## src/rtl/uart_msg_sequencer_pkg.sv

```systemverilog
// rtl/uart_msg_sequencer_pkg.sv - shared codes, state encodings and divider helper for the UART message sender
package uart_msg_sequencer_pkg;

    localparam int PARITY_NONE = 0;
    localparam int PARITY_EVEN = 1;
    localparam int PARITY_ODD  = 2;

    typedef enum logic [1:0] {
        MSG_IDLE,
        MSG_LOAD,
        MSG_SEND,
        MSG_FINISH
    } msg_state_t;

    typedef enum logic [2:0] {
        TX_IDLE,
        TX_START,
        TX_DATA,
        TX_PARITY,
        TX_STOP
    } tx_state_t;

    function automatic int calc_div(input int clk_hz, input int baud);
        return clk_hz / baud;
    endfunction

endpackage

```

## src/rtl/uart_tx_core.sv

```systemverilog
// rtl/uart_tx_core.sv - single-frame transmitter: baud counter, LSB-first shifter, parity and stop bits
module uart_tx_core
    import uart_msg_sequencer_pkg::*;
#(
    parameter int DATA_W    = 8,
    parameter int DIV       = 868,
    parameter int PARITY    = PARITY_NONE,
    parameter int STOP_BITS = 1
) (
    input  logic              clk,
    input  logic              rst_n,
    input  logic              load,
    input  logic [DATA_W-1:0] data,
    output logic              ready,
    output logic              TXD
);

    localparam int CW = (DIV > 1) ? $clog2(DIV) : 1;

    tx_state_t         state, state_next;
    logic [CW-1:0]     cnt;
    logic [3:0]        bit_cnt;
    logic [DATA_W-1:0] shreg;
    logic              par_bit;
    logic              tick, last_data, last_stop, txd_next;

    assign tick      = (cnt == CW'(DIV - 1));
    assign last_data = (bit_cnt == 4'(DATA_W - 1));
    assign last_stop = (bit_cnt == 4'(STOP_BITS - 1));

    always_ff @(posedge clk or negedge rst_n) begin
        if (!rst_n) state <= TX_IDLE;
        else        state <= state_next;
    end

    always_comb begin
        state_next = state;
        case (state)
            TX_IDLE:   if (load) state_next = TX_START;
            TX_START:  if (tick) state_next = TX_DATA;
            TX_DATA:   if (tick && last_data)
                           state_next = (PARITY != PARITY_NONE) ? TX_PARITY : TX_STOP;
            TX_PARITY: if (tick) state_next = TX_STOP;
            TX_STOP:   if (tick && last_stop) state_next = TX_IDLE;
            default:   state_next = TX_IDLE;
        endcase
    end

    // ready also covers the final stop tick so the next LOAD lands without an extra idle clock
    always_comb begin
        txd_next = 1'b1;
        ready    = 1'b0;
        case (state)
            TX_IDLE:   ready    = 1'b1;
            TX_START:  txd_next = 1'b0;
            TX_DATA:   txd_next = shreg[0];
            TX_PARITY: txd_next = par_bit;
            TX_STOP:   ready    = tick && last_stop;
            default:   txd_next = 1'b1;
        endcase
    end

    always_ff @(posedge clk or negedge rst_n) begin
        if (!rst_n) begin
            cnt     <= '0;
            bit_cnt <= '0;
            shreg   <= '0;
            par_bit <= 1'b0;
            TXD     <= 1'b1;
        end else begin
            TXD <= txd_next;
            if (state == TX_IDLE || tick) cnt <= '0;
            else                          cnt <= cnt + 1'b1;
            if (state != state_next) bit_cnt <= '0;
            else if (tick)           bit_cnt <= bit_cnt + 1'b1;
            if (state == TX_IDLE && load) begin
                shreg   <= data;
                par_bit <= (^data) ^ (PARITY == PARITY_ODD);
            end else if (state == TX_DATA && tick) begin
                shreg <= shreg >> 1;
            end
        end
    end

endmodule

```

## src/rtl/uart_msg_sequencer.sv

```systemverilog
// rtl/uart_msg_sequencer.sv - message buffer plus FSM that streams msg_len entries through uart_tx_core
module uart_msg_sequencer
    import uart_msg_sequencer_pkg::*;
#(
    parameter int DATA_W    = 8,
    parameter int DEPTH     = 16,
    parameter int CLK_HZ    = 100000000,
    parameter int BAUD      = 115200,
    parameter int PARITY    = PARITY_NONE,
    parameter int STOP_BITS = 1,
    localparam int AW       = $clog2(DEPTH)
) (
    input  logic              CLK100MHZ,
    input  logic              reset_n,
    input  logic              wr_en,
    input  logic [AW-1:0]     wr_addr,
    input  logic [DATA_W-1:0] wr_data,
    input  logic [AW:0]       msg_len,
    input  logic              start,
    output logic              busy,
    output logic              done,
    output logic [AW-1:0]     byte_idx,
    output logic              TXD
);

    localparam int        DIV     = calc_div(CLK_HZ, BAUD);
    localparam logic [AW:0] DEPTH_L = (AW + 1)'(DEPTH);

    logic [DATA_W-1:0] buf_mem [DEPTH];
    logic [AW:0]       len_q;
    msg_state_t        state, state_next;
    logic              load, core_ready, last_entry;

    assign last_entry = ({1'b0, byte_idx} == len_q - 1'b1);

    // buffer is frozen while a message is in flight
    always_ff @(posedge CLK100MHZ) begin
        if (wr_en && !busy) buf_mem[wr_addr] <= wr_data;
    end

    always_ff @(posedge CLK100MHZ or negedge reset_n) begin
        if (!reset_n) state <= MSG_IDLE;
        else          state <= state_next;
    end

    always_comb begin
        state_next = state;
        case (state)
            MSG_IDLE:   if (start) state_next = (msg_len == '0) ? MSG_FINISH : MSG_LOAD;
            MSG_LOAD:   state_next = MSG_SEND;
            MSG_SEND:   if (core_ready) state_next = last_entry ? MSG_FINISH : MSG_LOAD;
            MSG_FINISH: state_next = MSG_IDLE;
            default:    state_next = MSG_IDLE;
        endcase
    end

    always_comb begin
        load = (state == MSG_LOAD);
        busy = (state == MSG_LOAD) || (state == MSG_SEND);
        done = (state == MSG_FINISH);
    end

    always_ff @(posedge CLK100MHZ or negedge reset_n) begin
        if (!reset_n) begin
            len_q    <= '0;
            byte_idx <= '0;
        end else if (state == MSG_IDLE && start) begin
            len_q    <= (msg_len > DEPTH_L) ? DEPTH_L : msg_len;
            byte_idx <= '0;
        end else if (state == MSG_SEND && core_ready && !last_entry) begin
            byte_idx <= byte_idx + 1'b1;
        end
    end

    uart_tx_core #(
        .DATA_W   (DATA_W),
        .DIV      (DIV),
        .PARITY   (PARITY),
        .STOP_BITS(STOP_BITS)
    ) u_core (
        .clk  (CLK100MHZ),
        .rst_n(reset_n),
        .load (load),
        .data (buf_mem[byte_idx]),
        .ready(core_ready),
        .TXD  (TXD)
    );

endmodule

```

## config.mk

```make
export PLATFORM = sky130hd
export DESIGN_NAME = uart_msg_sequencer
export DESIGN_NICKNAME = d
export VERILOG_FILES = /design/src/rtl/uart_msg_sequencer_pkg.sv /design/src/rtl/uart_tx_core.sv /design/src/rtl/uart_msg_sequencer.sv
export SDC_FILE = /design/constraint.sdc
export NUM_CORES = 1
export LEC_CHECK = 0
export BUFFER_PORTS_ARGS = -buffer_cell sky130_fd_sc_hd__buf_4
export CAP_MARGIN = 25
export CORE_MARGIN = 2
export CORE_UTILIZATION = 35
export DETAILED_ROUTE_END_ITERATION = 10
export PLACE_DENSITY_LB_ADDON = 0.3
export SLEW_MARGIN = 20
export SYNTH_ARGS = -nofsm -noshare
export SYNTH_HDL_FRONTEND = slang
export SYNTH_SLANG_ARGS = --single-unit
```

## constraint.sdc

```tcl
create_clock -name CLK100MHZ -period 3.55 [get_ports CLK100MHZ]
set_clock_uncertainty 0.15 [all_clocks]
set_input_delay 0.71 -clock CLK100MHZ [delete_from_list [all_inputs] [get_ports CLK100MHZ]]
set_output_delay 0.71 -clock CLK100MHZ [all_outputs]
set_load 0.02 [all_outputs]
```

==> out/metrics.cfg <==
[run_status]
status = finished clean

[worst_setup_path]
crit_fanout = 8
worst_setup_path_start_kind = flop
rr_endpoint = buf_mem[14][1]
rrSetupSlack_ns = 0.71
worstPathArrival_ns = 2.74
end_kind = flop
cpMaxStageDelayCell = nor2_1
required_ns = 3.45
cpPeakStageDelay_ns = 0.69
cp.buffers_inverters = 1
worstSetupPathType = flop to flop
r2r_start = state[0]
reg2reg_depth = 5
cp_cell_sequence = inv_1 > ha_1 > nand2b_1 > or3b_2 > nor2_1
cp_top_family = simple AND/OR/NAND/NOR gates

[routing]
drt-vias-per-instance = 4.98
drc = 0
wire_per_inst_um = 18.8
drt_iter0_drc = 228
num_vias = 3759
dr.pass1.iters = 4
totalWireLength_um = 14200
ant_nets = 0

[yosys]
synth.top_cell.area_share = 0.542
synth.net_count = 465
synth_seq_cells = 166
ys_async_sr_fraction = 0.229
synth_cells = 434
synth_edf_count = 128
synth_top_cell_by_area = edfxtp_1
yosys.cell_types.count = 46
synth_area_leaders = edfxtp_1 54%, dfrtp_1 13%, mux4_2 6.0%
yosysWarnings = 0
ys_seq_area_frac = 0.676
syn_area_um2 = 7090
synthFlopType = edfxtp_1
avgSynthCellArea_um2 = 16.3

[layout]
final_common_cell = edfxtp_1
syn2layout_area_growth_pct = 15.0
layout_common_cells = 128 x edfxtp_1, 47 x nor2_1, 36 x dfrtp_1
drive_gt1_frac = 0.196
nets = 503
diodes = 0
nFillCells = 1877

[clocking]
cts_setup_buffers = 0
clock-root-buffer = clkbuf_16
h-tree-depth = 4
cts_max_path_buffers = 2
clkSinkCount = 166
path_clk_slew_ns = 0.07
cts_resized = 0
cts_inserted_buffers = 17
clock_latency_ns = 0.43
postCtsHoldBufs = 0
cts_tree = built

[floorplan]
io_pins = 28
die_w_um = 146
die-area_um2 = 21400
start_util = 0.354
num_rows = 52
core_um2 = 20000
die_y_um = 146

[timing]
slew_violations = 0
max_slew_margin = 0.404
rsz0062_at_grt = false
whs_ns = 0.107
setup_viol = 0
hold_viol = 0
fin_tns_setup_ns = 0
tightest_slew_ns = 0.890
fmax_ghz = 0.352
period_minus_slack_ns = 2.84
timing.final.crit_share = 0.801

[grt]
grt_antenna_before_repair = 0
grt_pass1_vias = 3925
grt_pass1_wl_um = 22500
grt_use_total = 0.142
grt_max_degree = 39
gr-total-overflow = 0

[power]
p_leak_uw = 0.00287
p_per_area_nw_per_um2 = 656
irDropWorstVdd_mv = 0.510

[place]
dpl.hpwl_um = 9230
routabilityCongestion = 0.738
portBuffers = 27

[job]
cap_violations = 0

[min_path]
hp-class = input port to asynchronous set/reset pin

-- per-layer routing --
| metal | vias up | share of wire | GRT usage |
|---|---|---|---|
| met4 | 0 | 0.010 | 0.0393 |
| met1 | 1920 | 0.46 | 0.196 |
| met5 | - | 0 | 0 |
| met2 | 89 | 0.47 | 0.217 |
| li1 | 1739 | - | - |
| met3 | 11 | 0.057 | 0.0459 |
-- state kept, by name (all words and copies together) (netlist names) --
register,count
u_core.state,3
u_core.cnt,10
u_core.shreg,8
u_core.bit_cnt,4
buf_mem,128
byte_idx,4
u_core.par_bit,1
u_core.TXD,1
len_q,5
state,2
-- cell usage after synthesis (10+ instances only) --
| library cell | number |
|---|---|
| a21oi_1 | 17 |
| nand2_1 | 24 |
| xor2_1 | 10 |
| inv_1 | 11 |
| mux4_2 | 19 |
| mux4_1 | 13 |
| xnor2_1 | 16 |
| ha_1 | 10 |
| nor2_1 | 47 |
| dfrtp_1 | 37 |
| edfxtp_1 | 128 |
| nand2b_1 | 10 |
| a22oi_1 | 16 |
| mux2i_1 | 10 |
-- worst max-delay path by stage --
| stage | slack (ns) | end | from | depth (start not counted) |
|---|---|---|---|---|
| global route | 0.55 | u_core.par_bit | byte_idx[0] | 8 |
| detailed placement | 0.71 | buf_mem[14][5] | state[0] | 5 |
| global placement | 0.76 | u_core.par_bit | byte_idx[0] | 8 |
| finish | 0.71 | buf_mem[14][1] | state[0] | 5 |
| floorplan | 0.90 | buf_mem[2][0] | state[0] | 5 |
| CTS | 0.69 | buf_mem[14][1] | state[0] | 5 |
-- where the power goes --
part	internal [uW]	switching (uW)
Sequential	2270	139
Clock	940	856
Combinational	557	590
-- cells by family (layout without fill, tap and decap cells) --
family,Yosys count,count (layout),share of synthesized area
AOI/OAI and AO/OA,47,47,0.0443
muxes,43,43,0.124
and+or+nand+nor,115,115,0.0775
DFF,166,166,0.676
xor gates and xnor gates,27,27,0.0353
buffers and inverters,26,77,0.0247
adders and majority gates,10,10,0.0176
-- per-stage QoR --
step	area, um^2	instances	total power [uW]	util	worst slack [ns]
floorplan	7090	434	3310	-	0.900
global placement	7560	723	3580	0.377	0.760
detailed placement	7560	723	3610	0.377	0.711
CTS	8150	755	5400	0.407	0.691
global route	8150	755	5620	0.407	0.552
finish	8150	755	5350	0.407	0.706
-- final cells by class --
class / instances / area, um^2 / share of cell area
clock buffers: 17 / 425 / 0.0522
clock inverters: 15 / 163 / 0.0200
inverters: 11 / 41.3 / 0.00507
multi-input cells: 242 / 2120 / 0.260
flip-flops and latches: 166 / 4800 / 0.588
well taps: 270 / 338 / 0.0414
repair buffers: 34 / 268 / 0.0328
-- worst register-to-register path, cell delays in order (launching register included) --
cell,delay [ns]
dfrtp_1,0.40
inv_1,0.10
ha_1,0.40
nand2b_1,0.21
or3b_2,0.51
nor2_1,0.69
(Power assumes the default switching activity.)
